**config.mk**
```make
export PLATFORM = sky130hd
export DESIGN_NAME = mem_access_unit
export DESIGN_NICKNAME = d
export VERILOG_FILES = /design/src/rtl/riscv_mem_pkg.sv /design/src/rtl/mem_lane_align.sv /design/src/rtl/mem_access_unit.sv
export SDC_FILE = /design/constraint.sdc
export NUM_CORES = 1
export LEC_CHECK = 0
export ABC_AREA = 1
export CORE_MARGIN = 10
export CORE_UTILIZATION = 40
export CTS_CLUSTER_SIZE = 16
export DETAILED_ROUTE_END_ITERATION = 10
export PLACE_DENSITY = 0.88
export SLEW_MARGIN = 20
export SYNTH_ARGS = -nofsm -noshare
export SYNTH_HDL_FRONTEND = slang
export SYNTH_SLANG_ARGS = --single-unit
```
**constraint.sdc**
```tcl
create_clock -name clk -period 1.7 [get_ports clk]
set_input_delay 0.255 -clock clk [delete_from_list [all_inputs] [get_ports clk]]
set_output_delay 0.255 -clock clk [all_outputs]
set_load 0.02 [all_outputs]
```
**src/rtl/riscv_mem_pkg.sv**
```systemverilog
// Shared definitions for the MEM-stage data-memory access unit.
//   mau_state_t : access FSM states
//   F3_*        : funct3 encodings for load/store size and sign
//   f3_legal()  : size/alignment legality of an access
package riscv_mem_pkg;

    typedef enum logic [1:0] {
        IDLE = 2'd0,
        REQ  = 2'd1,
        WAIT = 2'd2,
        DONE = 2'd3
    } mau_state_t;

    localparam logic [2:0] F3_B  = 3'b000;
    localparam logic [2:0] F3_H  = 3'b001;
    localparam logic [2:0] F3_W  = 3'b010;
    localparam logic [2:0] F3_BU = 3'b100;
    localparam logic [2:0] F3_HU = 3'b101;

    // Unsigned variants exist only for loads; halfwords need even addresses
    // and words need 4-byte alignment.
    function automatic logic f3_legal(input logic       is_store,
                                      input logic [2:0] f3,
                                      input logic [1:0] addr_lo);
        logic ok;
        case (f3)
            F3_B:    ok = 1'b1;
            F3_BU:   ok = ~is_store;
            F3_H:    ok = ~addr_lo[0];
            F3_HU:   ok = ~is_store & ~addr_lo[0];
            F3_W:    ok = (addr_lo == 2'b00);
            default: ok = 1'b0;
        endcase
        return ok;
    endfunction

endpackage

```
**src/rtl/mem_lane_align.sv**
```systemverilog
// Combinational lane handling between the pipeline and the 32-bit data port.
//   size          in  2   funct3[1:0]: 00 byte, 01 half, 10 word
//   is_store      in  1   1 = store, 0 = load
//   addr_lo       in  2   byte offset of the current access
//   store_data    in  32  store value right-aligned in lane 0
//   rd_offset     in  2   byte offset captured for the outstanding load
//   rdata         in  32  raw read word from memory
//   be            out 4   byte enables (all lanes for loads)
//   wdata         out 32  store data replicated across the lanes
//   rdata_aligned out 32  read word shifted down so the addressed byte is lane 0
module mem_lane_align (
    input  logic [1:0]  size,
    input  logic        is_store,
    input  logic [1:0]  addr_lo,
    input  logic [31:0] store_data,
    input  logic [1:0]  rd_offset,
    input  logic [31:0] rdata,
    output logic [3:0]  be,
    output logic [31:0] wdata,
    output logic [31:0] rdata_aligned
);

    always_comb begin
        // NOTE: every output gets a default before the case so no path can
        // leave it unassigned; otherwise synthesis infers a latch.
        be    = 4'b1111;
        wdata = store_data;
        if (is_store) begin
            case (size)
                2'b00: begin
                    be    = 4'b0001 << addr_lo;
                    wdata = {4{store_data[7:0]}};
                end
                2'b01: begin
                    be    = 4'b0011 << addr_lo;
                    wdata = {2{store_data[15:0]}};
                end
                default: ;
            endcase
        end
    end

    // Downstream extension only slices the low bits, so the addressed byte
    // (or halfword) must land in lane 0.
    assign rdata_aligned = rdata >> {rd_offset, 3'b000};

endmodule

```
**src/rtl/mem_access_unit.sv**
```systemverilog
// MEM-stage data-memory access unit: converts MemRead/MemWrite/funct3/Addr
// into a req/gnt/rvalid transaction, stalls the pipeline until it retires,
// and returns right-aligned load data for the load-extension stage.
//   clk, rst_n                    clock, asynchronous active-low reset
//   MemRead, MemWrite, funct3     access request from EX/MEM (read wins if both)
//   Addr, StoreData               byte address and lane-0 store value
//   dmem_req/we/addr/wdata/be     request side of the memory port
//   dmem_gnt/rvalid/rdata         response side of the memory port
//   Stall                         freeze IF..MEM while an access is in flight
//   LoadData, LoadValid           aligned read word and its 1-cycle strobe
//   Misaligned, Timeout           1-cycle rejection / abort indications
module mem_access_unit
    import riscv_mem_pkg::*;
#(
    parameter int ADDR_W      = 32,
    parameter int TIMEOUT_CYC = 255
) (
    input  logic              clk,
    input  logic              rst_n,
    input  logic              MemRead,
    input  logic              MemWrite,
    input  logic [2:0]        funct3,
    input  logic [ADDR_W-1:0] Addr,
    input  logic [31:0]       StoreData,
    output logic              dmem_req,
    output logic              dmem_we,
    output logic [ADDR_W-1:0] dmem_addr,
    output logic [31:0]       dmem_wdata,
    output logic [3:0]        dmem_be,
    input  logic              dmem_gnt,
    input  logic              dmem_rvalid,
    input  logic [31:0]       dmem_rdata,
    output logic              Stall,
    output logic [31:0]       LoadData,
    output logic              LoadValid,
    output logic              Misaligned,
    output logic              Timeout
);

    localparam int               CNT_W     = $clog2(TIMEOUT_CYC + 1);
    localparam logic [CNT_W-1:0] CNT_LIMIT = CNT_W'(TIMEOUT_CYC);

    mau_state_t        r_state;
    logic [CNT_W-1:0]  r_cnt;
    logic [ADDR_W-1:0] r_addr;
    logic              r_we;
    logic [3:0]        r_be;
    logic [31:0]       r_wdata;
    logic [1:0]        r_offset;
    logic [31:0]       r_load_data;
    logic              r_load_valid;
    logic              r_timeout;

    logic              w_access;
    logic              w_is_store;
    logic              w_legal;
    logic              w_idle;
    logic              w_accept;
    logic              w_in_flight;
    logic              w_complete;
    logic [CNT_W-1:0]  w_cnt_inc;
    logic [3:0]        w_be;
    logic [31:0]       w_wdata;
    logic [31:0]       w_rdata_aligned;

    assign w_access    = MemRead | MemWrite;
    assign w_is_store  = MemWrite & ~MemRead;
    assign w_legal     = f3_legal(w_is_store, funct3, Addr[1:0]);
    assign w_idle      = (r_state == IDLE);
    assign w_accept    = w_idle & w_access & w_legal;
    assign w_in_flight = (r_state == REQ) | (r_state == WAIT);
    // A store retires on grant; a load needs its data, which may arrive
    // together with the grant.
    assign w_complete  = ((r_state == REQ) & dmem_gnt & (r_we | dmem_rvalid))
                       | ((r_state == WAIT) & dmem_rvalid);
    assign w_cnt_inc   = r_cnt + CNT_W'(1);

    mem_lane_align u_lane_align (
        .size          (funct3[1:0]),
        .is_store      (w_is_store),
        .addr_lo       (Addr[1:0]),
        .store_data    (StoreData),
        .rd_offset     (r_offset),
        .rdata         (dmem_rdata),
        .be            (w_be),
        .wdata         (w_wdata),
        .rdata_aligned (w_rdata_aligned)
    );

    always_ff @(posedge clk or negedge rst_n) begin
        if (!rst_n) begin
            r_state      <= IDLE;
            r_cnt        <= '0;
            r_addr       <= '0;
            r_we         <= 1'b0;
            r_be         <= 4'b0000;
            r_wdata      <= 32'h0;
            r_offset     <= 2'b00;
            r_load_data  <= 32'h0;
            r_load_valid <= 1'b0;
            r_timeout    <= 1'b0;
        end else begin
            // NOTE: non-blocking assignments here so every register samples
            // the pre-edge values regardless of statement order.
            r_load_valid <= 1'b0;
            r_timeout    <= 1'b0;
            case (r_state)
                IDLE: begin
                    if (w_accept) begin
                        r_addr   <= {Addr[ADDR_W-1:2], 2'b00};
                        r_we     <= w_is_store;
                        r_be     <= w_be;
                        r_wdata  <= w_wdata;
                        r_offset <= Addr[1:0];
                        r_cnt    <= '0;
                        r_state  <= REQ;
                    end
                end
                REQ, WAIT: begin
                    // Data arriving on the last allowed cycle beats the abort.
                    if (w_complete) begin
                        if (!r_we) begin
                            r_load_data  <= w_rdata_aligned;
                            r_load_valid <= 1'b1;
                        end
                        r_state <= DONE;
                    end else if (w_cnt_inc == CNT_LIMIT) begin
                        r_timeout   <= 1'b1;
                        r_load_data <= 32'h0;
                        r_state     <= DONE;
                    end else begin
                        r_cnt <= w_cnt_inc;
                        if ((r_state == REQ) && dmem_gnt) begin
                            r_state <= WAIT;
                        end
                    end
                end
                // One unstalled cycle lets the retiring instruction leave MEM
                // before anything new can be accepted.
                DONE:    r_state <= IDLE;
                default: r_state <= IDLE;
            endcase
        end
    end

    assign dmem_req   = (r_state == REQ);
    assign dmem_we    = r_we;
    assign dmem_addr  = r_addr;
    assign dmem_wdata = r_wdata;
    assign dmem_be    = r_be;
    assign LoadData   = r_load_data;
    assign LoadValid  = r_load_valid;
    assign Timeout    = r_timeout;

    // The combinational terms look at live pipeline inputs, so they are
    // qualified with rst_n to keep every output low while reset is held.
    assign Stall      = (rst_n & w_accept) | w_in_flight;
    assign Misaligned = rst_n & w_idle & w_access & ~w_legal;

endmodule

```
==> results.sh, run 1 <==
export IMPL_total_power_mw=18.2
export IMPL_worstPathArrival_ns=2.35
export IMPL_synth_seq_area_share_pct=50.2
export IMPL_diodes=0
export IMPL_min_path_type="in -> async"
export IMPL_first_global_vias=6112
export IMPL_setup_viol=77
export IMPL_fmax_mhz=500
export IMPL_crit_required_ns=2.05
export IMPL_final_min_clock_period_ns=2.00
export IMPL_yosys_area_top_type="dfrtp_1"
export IMPL_first_pass_iters=8
export IMPL_root_buffer="clkbuf_16"
export IMPL_hold_viol=2
export IMPL_cts_max_level=4
export IMPL_syn_avg_cell_area_um2=7.76
export IMPL_worst_slack_ns=-0.299
export IMPL_synth_most_common_cell="nand2_1"
export IMPL_tritoncts="built"
export IMPL_drt_iter0_drc=717
export IMPL_violations="negative hold slack, negative setup slack"
export IMPL_rows=43
export IMPL_status="finished, violations left"
export IMPL_async_reset_ff_share_pct=100
export IMPL_cp_max_fo=5
export IMPL_postSynthCellCount=725
export IMPL_p_sw_share_pct=39.9
export IMPL_wl_per_cell_um=20.6
export IMPL_irDropWorstVdd_uv=1040
export IMPL_die_width_um=139
export IMPL_ys_warn_count=0
export IMPL_sequentialPowerShare_pct=25.4
export IMPL_fin_nets=1094
export IMPL_clk_insertion_delay_late_ns=0.41
export IMPL_place_port_buffers=208
export IMPL_ant_nets=0
export IMPL_synthDistinctLibCells=33
export IMPL_end_kind="flip-flop"
export IMPL_clkSlewWorstSetupHoldPaths_ns=0.06
export IMPL_hpwlAfterDp_mm=14.2
export IMPL_met1_length_mm=8.71
export IMPL_clock_skew_ns=0.00684
export IMPL_synth_commonest_cells="nand2_1 (301), dfrtp_1 (113), o21ai_0 (55)"
export IMPL_min_period_over_period_pct=118
export IMPL_place_area_um2=8140
export IMPL_power_density_nw_per_um2=1810
export IMPL_ys_ff_latch=113
export IMPL_grt_ovfl_total=0
export IMPL_drt_total_wl_mm=24.2
export IMPL_antenna_found_initial=0
export IMPL_dieArea_um2=19200
export IMPL_power_leakage_nw=5.06
export IMPL_place_congestion=0.849
export IMPL_criticalPathCategory="reg -> reg"
export IMPL_avgViaCountPerCell=5.59
export IMPL_die_h_um=139
export IMPL_cts_sinks=113
export IMPL_grt_pass1_wl_mm=32.4
export IMPL_area_delta_synth_final_pct=78.9
export IMPL_track_usage_pct=20.8
export IMPL_start_util_pct=40.7
export IMPL_max_slew_margin_pct=58.5
export IMPL_top_layer_used="met4"
export IMPL_grt_max_degree=114
export IMPL_worstMarginPinSlew_ns=0.623
export IMPL_design_area_um2=10100
export IMPL_maxCapViolations=0
export IMPL_pwr_share_comb_pct=50.9
export IMPL_yosysTopAreaCellShare_pct=50.2
export IMPL_yosys_top_cells_area="dfrtp_1 (50%), nand2_1 (20%), o21ai_0 (4.9%)"
export IMPL_rsz0062_at_grt="true"
export IMPL_cts_path_max_buffers=2
export IMPL_synth_area_um2=5630
export IMPL_numCtsBuffers=17
export IMPL_fin_hold_ws_ns=-0.00741
export IMPL_crit_path_start_kind="flip-flop"
export IMPL_synth_edf_count=0
export IMPL_vias=6578
export IMPL_wl_met2_mm=11.9
export IMPL_p_switching_mw=7.25
export IMPL_core_area_um2=13800
export IMPL_pwr_share_clk_pct=23.6
export IMPL_drcViolationCount=0
export IMPL_boundaryPins=211
export IMPL_drive_gt1_share_pct=25.7
export IMPL_p_int_mw=10.9
export IMPL_wl_met3_mm=2.52
export IMPL_ctsHoldBuffers=0
export IMPL_synth_ff_type="dfrtp_1"
export IMPL_drv_slew=0
[worst paths after layout]
| check | slack [ns] | cells past startpoint | to | start |
|---|---|---|---|---|
| hold reg to reg | 0.47 | 2 | LoadData[5] | LoadData[5] |
| max in group asynchronous | 1.24 | 2 | dmem_be[1] | rst_n |
| hold / removal | -0.007 | 2 | r_cnt[1] | rst_n |
| min in group clk | 0.38 | 3 | dmem_wdata[29] | StoreData[29] |
| setup / recovery | -0.30 | 13 | LoadData[26] | r_cnt[1] |
| setup reg to reg | -0.30 | 13 | LoadData[26] | r_cnt[1] |
[per-stage QoR]
stage	setup slack (ns)	hold slack, ns	TNS, ns	util, %	cells
2_1_floorplan	0.00113	-0.0406	0	-	726
5_1_grt	-0.409	0.0138	-19.08	72.8	1176
3_5_place_dp	-0.549	0.442	-35.31	58.9	1115
6_report	-0.299	-0.00741	-11.66	72.8	1176
3_3_place_gp	-0.519	0.443	-30.11	58.9	1115
4_1_cts	-0.156	0.00964	-5.50	65.2	1154
[critical path, cell delays in order (launching register included)]
cell	delay [ns]
dfrtp_1	0.42
buf_6	0.14
nand2_4	0.07
nor2_1	0.13
nand2_1	0.09
nand2_1	0.07
nand2_1	0.10
nor2_2	0.18
nand3_4	0.15
buf_12	0.17
nand2_8	0.11
clkbuf_16	0.17
nand3_2	0.06
nand2_1	0.07
[metal layers]
metal | vias up | track usage, %
met5 | - | 0
met3 | 112 | 8.53
met2 | 476 | 34.5
met1 | 3113 | 23.2
li1 | 2877 | -
met4 | 0 | 8.40
[placed cells by master, fill, tap and decap left out, types with 4 or more instances in the layout]
cell type        instances
a211oi_1                 8
a21oi_1                 27
a31oi_1                  8
buf_12                  12
buf_4                   39
buf_6                   11
bufinv_16                7
clkbuf_16               24
clkdlybuf4s50_1        169
dfrtp_1                111
dlygate4sd2_1            5
dlymetal6s2s_1          30
inv_1                   38
inv_2                    6
nand2_1                220
nand2_2                 62
nand2_4                 20
nand2_8                  7
nand3_1                 27
nand3_2                 19
nand3_4                  4
nor2_1                  13
nor2_4                   4
nor4_1                   7
o21ai_0                 37
o21ai_1                 17
o21ai_2                 10
o22ai_1                  7
[what timing repair did]
action | CTS | global route
pin swaps | 7 | 43
hold endpoints to repair | 0 | 0
cloned | 5 | 10
endpoints found under the setup margin | 100 | 124
setup buffers | 2 | 12
resized for setup | 44 | 216
[cells by family after synthesis]
group	after synthesis	share of synthesized area (%)
simple gates	386	28.1
buf+inv	89	7.11
compound gates	129	13.0
other cells	1	0.0666
xor+xnor	1	0.156
flops	113	50.2
fa+ha+maj	6	1.33
[flip-flops by register name, indices dropped and copies added (netlist names)]
signal	count
dmem_we	1
Timeout	1
LoadData	32
dmem_be	4
r_offset	2
dmem_addr	30
r_state	2
r_cnt	8
dmem_wdata	32
LoadValid	1
[power by group through the flow]
stage                     registers (mW)  clock network, mW  logic [mW]
final                               4.62               4.30        9.26
after global routing                4.73               4.45        9.84
after CTS                           4.51               4.30        8.15
after detailed placement            4.49                  0        7.78
after global placement              4.47                  0        7.61
after floorplan                     5.71                  0        2.73
[layout make-up]
type | count | area [um^2]
Timing Repair Buffer | 278 | 3040
Clock buffer | 22 | 474
Tap cell | 180 | 225
Inverter | 45 | 171
Fill cell | 875 | 3760
Multi-Input combinational cell | 528 | 3100
Clock inverter | 10 | 228
Sequential cell | 113 | 2830
(Power assumes the default switching activity.)
==> run 2, diff against run 1 <==
- RECOVER_POWER: default -> 25
==> results.sh, run 2 (synthesis gave the netlist of run 1 again) <==
export IMPL_track_usage_pct=20.8
export IMPL_criticalPathCategory="reg -> reg"
export IMPL_cts_path_max_buffers=2
export IMPL_cp_max_fo=5
export IMPL_hpwlAfterDp_mm=14.2
export IMPL_place_congestion=0.849
export IMPL_violations="max-capacitance violations, max-slew violations, negative setup slack"
export IMPL_status="finished, violations left"
export IMPL_crit_family="simple AND/OR/NAND/NOR gates"
export IMPL_fmax_mhz=501
export IMPL_grt_max_degree=114
export IMPL_first_global_vias=6112
export IMPL_die_h_um=139
export IMPL_power_leakage_nw=5.05
export IMPL_numCtsBuffers=17
export IMPL_clkSlewWorstSetupHoldPaths_ns=0.06
export IMPL_crit_path_start_kind="flip-flop"
export IMPL_drt_iter0_drc=719
export IMPL_final_common_cell="nand2_1"
export IMPL_boundaryPins=211
export IMPL_avgViaCountPerCell=5.56
export IMPL_placed_cells=1115
export IMPL_min_period_over_period_pct=117
export IMPL_hold_viol=0
export IMPL_final_cells=1176
export IMPL_worstPathArrival_ns=2.34
export IMPL_final_min_clock_period_ns=2.00
export IMPL_core_area_um2=13800
export IMPL_clock_skew_ns=0.00715
export IMPL_ant_nets=0
export IMPL_critPathMaxStageDelay_ns=0.42
export IMPL_antenna_found_initial=0
export IMPL_first_pass_iters=6
export IMPL_rows=43
export IMPL_clk_insertion_delay_late_ns=0.41
export IMPL_drv_slew=114
export IMPL_wl_per_cell_um=20.6
export IMPL_drcViolationCount=0
export IMPL_place_port_buffers=208
export IMPL_vias=6542
export IMPL_design_area_um2=10100
export IMPL_rsz0062_at_grt="true"
export IMPL_diodes=0
export IMPL_irDropWorstVdd_uv=1040
export IMPL_maxCapViolations=1
export IMPL_setup_viol=80
export IMPL_place_area_um2=8140
export IMPL_min_path_type="in -> reg"
export IMPL_crit_required_ns=2.05
export IMPL_end_kind="flip-flop"
export IMPL_crit_buf_inv=3
export IMPL_fin_hold_ws_ns=0.381
export IMPL_slowest_stage="dfrtp_1"
export IMPL_mostFrequentLayoutCells="nand2_1 (220), clkdlybuf4s50_1 (169), dfrtp_1 (111)"
export IMPL_start_util_pct=40.7
export IMPL_worst_slack_ns=-0.297
export IMPL_cts_max_level=4
export IMPL_cts_sinks=113
export IMPL_dieArea_um2=19200
export IMPL_timing_critical_path_mode_cell="nand2_1"
export IMPL_area_delta_synth_final_pct=78.6
export IMPL_tritoncts="built"
export IMPL_max_slew_margin_pct=-5.65
export IMPL_fin_nets=1094
export IMPL_power_density_nw_per_um2=1810
export IMPL_worstMarginPinSlew_ns=1.58
export IMPL_crit_chain="buf_6 -> nand2_4 -> nor2_1 -> nand2_1 -> nand2_1 -> nand2_1 -> nor2_2 -> nand3_4 -> buf_12 -> nand2_8 -> buf_12 -> nand3_2 -> nand2_1"
export IMPL_die_width_um=139
export IMPL_drive_gt1_share_pct=25.7
export IMPL_root_buffer="clkbuf_16"
export IMPL_drt_total_wl_mm=24.2
export IMPL_grt_pass1_wl_mm=32.4
export IMPL_grt_ovfl_total=0
-- run 2: cell types whose count changed in the layout (fill, tap and decap cells not counted), sizes merged --
cell / change
buf: -2
clkbuf: +2
-- run 2: what timing repair did --
item / CTS / global route
setup buffers: 2 / 12
hold buffers: 0 / 0
gates cloned: 5 / 10
setup endpoints to repair: 100 / 124
hold endpoints to repair: 0 / 0
pin swaps: 7 / 43
gates resized for setup: 44 / 216
-- run 2: path summary, 6_finish.rpt --
path | from | endpoint | slack, ns | cells past startpoint
setup / recovery | r_cnt[1] | LoadData[0] | -0.30 | 13
hold / removal | StoreData[29] | dmem_wdata[29] | 0.38 | 3
setup reg to reg | r_cnt[1] | LoadData[0] | -0.30 | 13
hold reg to reg | LoadData[5] | LoadData[5] | 0.46 | 2
max in group asynchronous | rst_n | r_cnt[4] | 0.19 | 2
min in group asynchronous | rst_n | r_cnt[1] | 0.47 | 2
-- run 2: cell type report --
| class | instances | area [um^2] |
|---|---|---|
| fillers | 878 | 3770 |
| multi-input cells | 528 | 3100 |
| repair buffers | 278 | 3030 |
| flip-flops and latches | 113 | 2830 |
| clock buffers | 22 | 474 |
| clock inverters | 10 | 228 |
| well taps | 180 | 225 |
| inverters | 45 | 171 |
-- run 2: metal layers --
layer,GRT usage [%],wire length (um)
met1,23.2,8860
met2,34.5,11900
met3,8.53,2410
met4,8.40,1070
met5,0,0
-- run 2: where the power goes --
part           switching (mW)  internal (mW)
Sequential              0.798           3.82
Clock                    1.29           3.01
Combinational            5.17           4.09
Total                    7.26           10.9
-- run 2: tightest hold or removal path: cells and delay by family --
| kind | cells | cell delay [ns] |
|---|---|---|
| buffers and inverters | 1 | 0.39 |
| and+or+nand+nor | 2 | 0.10 |
-- run 2: through the flow --
step           power, mW  setup TNS [ns]  util [%]  worst slack [ns]
6_report            18.2          -11.86      72.7            -0.297
5_1_grt             19.0          -19.96      72.7            -0.409
4_1_cts             17.0           -5.50      65.2            -0.156
3_5_place_dp        12.3          -35.31      58.9            -0.549
3_3_place_gp        12.1          -30.11      58.9            -0.519
2_1_floorplan       8.45               0         -           0.00113
==> run 3, diff against run 2 <==
- CORE_ASPECT_RATIO: default -> 1.5
==> results.sh, run 3 (synthesis gave the netlist of run 1 again) <==
export IMPL_worstMarginPinSlew_ns=1.08
export IMPL_drive_gt1_share_pct=31.1
export IMPL_status="finished, violations left"
export IMPL_die_width_um=117
export IMPL_place_area_um2=8120
export IMPL_fin_nets=1126
export IMPL_clkSlewWorstSetupHoldPaths_ns=0.05
export IMPL_antenna_found_initial=0
export IMPL_maxCapViolations=0
export IMPL_min_path_type="in -> reg"
export IMPL_numCtsBuffers=17
export IMPL_hold_viol=0
export IMPL_boundaryPins=211
export IMPL_max_slew_margin_pct=28.1
export IMPL_design_area_um2=10400
export IMPL_hpwlAfterDp_mm=14.5
export IMPL_dieArea_um2=19300
export IMPL_criticalPathCategory="reg -> reg"
export IMPL_ant_nets=0
export IMPL_worst_slack_ns=-0.539
export IMPL_drv_slew=0
export IMPL_cts_sinks=113
export IMPL_end_kind="flip-flop"
export IMPL_fmax_mhz=447
export IMPL_final_min_clock_period_ns=2.24
export IMPL_clk_insertion_delay_late_ns=0.42
export IMPL_cts_max_level=4
export IMPL_place_congestion=0.912
export IMPL_worstPathArrival_ns=2.52
export IMPL_rows=53
export IMPL_grt_max_degree=72
export IMPL_avgViaCountPerCell=5.77
export IMPL_root_buffer="clkbuf_16"
export IMPL_mostFrequentLayoutCells="nand2_1 (189), clkdlybuf4s50_1 (161), dfrtp_1 (109)"
export IMPL_grt_ovfl_total=0
export IMPL_fin_tns_setup_ns=-18.35
export IMPL_first_global_vias=6845
export IMPL_die_h_um=165
export IMPL_violations="negative setup slack"
export IMPL_first_pass_iters=7
export IMPL_power_density_nw_per_um2=1780
export IMPL_cts_path_max_buffers=2
export IMPL_crit_required_ns=1.98
export IMPL_wl_per_cell_um=22.2
export IMPL_track_usage_pct=23.6
export IMPL_clock_skew_ns=0.0146
export IMPL_min_period_over_period_pct=132
export IMPL_diodes=0
export IMPL_setup_viol=95
export IMPL_grt_pass1_wl_mm=35.4
export IMPL_area_delta_synth_final_pct=84.9
export IMPL_crit_path_start_kind="flip-flop"
export IMPL_power_leakage_nw=5.11
export IMPL_rsz0062_at_grt="true"
export IMPL_placed_cells=1100
export IMPL_irDropWorstVdd_uv=1050
export IMPL_place_port_buffers=208
export IMPL_cp_max_fo=8
export IMPL_final_cells=1192
export IMPL_drt_iter0_drc=674
export IMPL_vias=6880
export IMPL_drcViolationCount=0
export IMPL_tritoncts="built"
export IMPL_drt_total_wl_mm=26.4
export IMPL_post_place_ws_ns=-0.570
export IMPL_core_area_um2=13900
export IMPL_final_common_cell="nand2_1"
export IMPL_fin_hold_ws_ns=0.334
export IMPL_start_util_pct=40.4
## run 3: metrics by stage
step | total power, mW | utilization, %
after floorplan | 8.45 | -
after global placement | 12.1 | 58.3
after detailed placement | 12.2 | 58.3
after CTS | 17.2 | 68.9
after global routing | 19.3 | 74.8
final | 18.6 | 74.8
## run 3: layout make-up
cell class,instances,area [um^2]
inverter,45,171
fill,868,3520
sequential,113,2830
clock inverter,11,138
tap,165,206
timing repair buffer,310,3370
multi-input combinational,528,3240
clock buffer,20,457
## run 3: power by group
part	internal [mW]	switching (mW)	leakage [nW]
logic	4.61	5.60	3.39
registers	3.83	0.885	1.43
clock network	2.36	1.29	0.287
total	10.8	7.78	5.11
## run 3: final timing paths
check	startpoint	depth (start not counted)	slack, ns	to
worst max-delay path	r_cnt[1]	11	-0.54	r_cnt[3]
worst min-delay path	Addr[0]	4	0.33	r_offset[0]
worst max register to register	r_cnt[1]	11	-0.54	r_cnt[3]
worst min register to register	dmem_addr[30]	2	0.48	dmem_addr[30]
max in group asynchronous	rst_n	3	0.17	dmem_addr[16]
min in group asynchronous	rst_n	3	0.80	dmem_wdata[0]
## run 3: layer usage
metal / track usage, % / part of all wire (%) / vias up
li1: - / - / 2939
met1: 24.3 / 33 / 3267
met2: 40.1 / 52 / 520
met3: 6.47 / 8.9 / 154
met4: 16.6 / 6.7 / 0
met5: 0 / 0 / -
## run 3: worst max-delay path, stage by stage, from the launching register on
cell,delay [ns]
dfrtp_1,0.44
ha_4,0.20
nand3_4,0.14
nor2_4,0.15
nand2_2,0.08
nand2_2,0.12
nor2_4,0.08
nand3_4,0.13
buf_4,0.16
nand3_4,0.12
clkbuf_16,0.21
o21ai_1,0.29
## run 3: what timing repair did
item / in CTS / in global routing
gates resized for setup: 135 / 214
cloned: 11 / 11
hold buffers: 1 / 0
endpoints found under the setup margin: 70 / 122
buffers inserted: 30 / 14
pin swaps: 19 / 56
hold endpoints to repair: 42 / 0
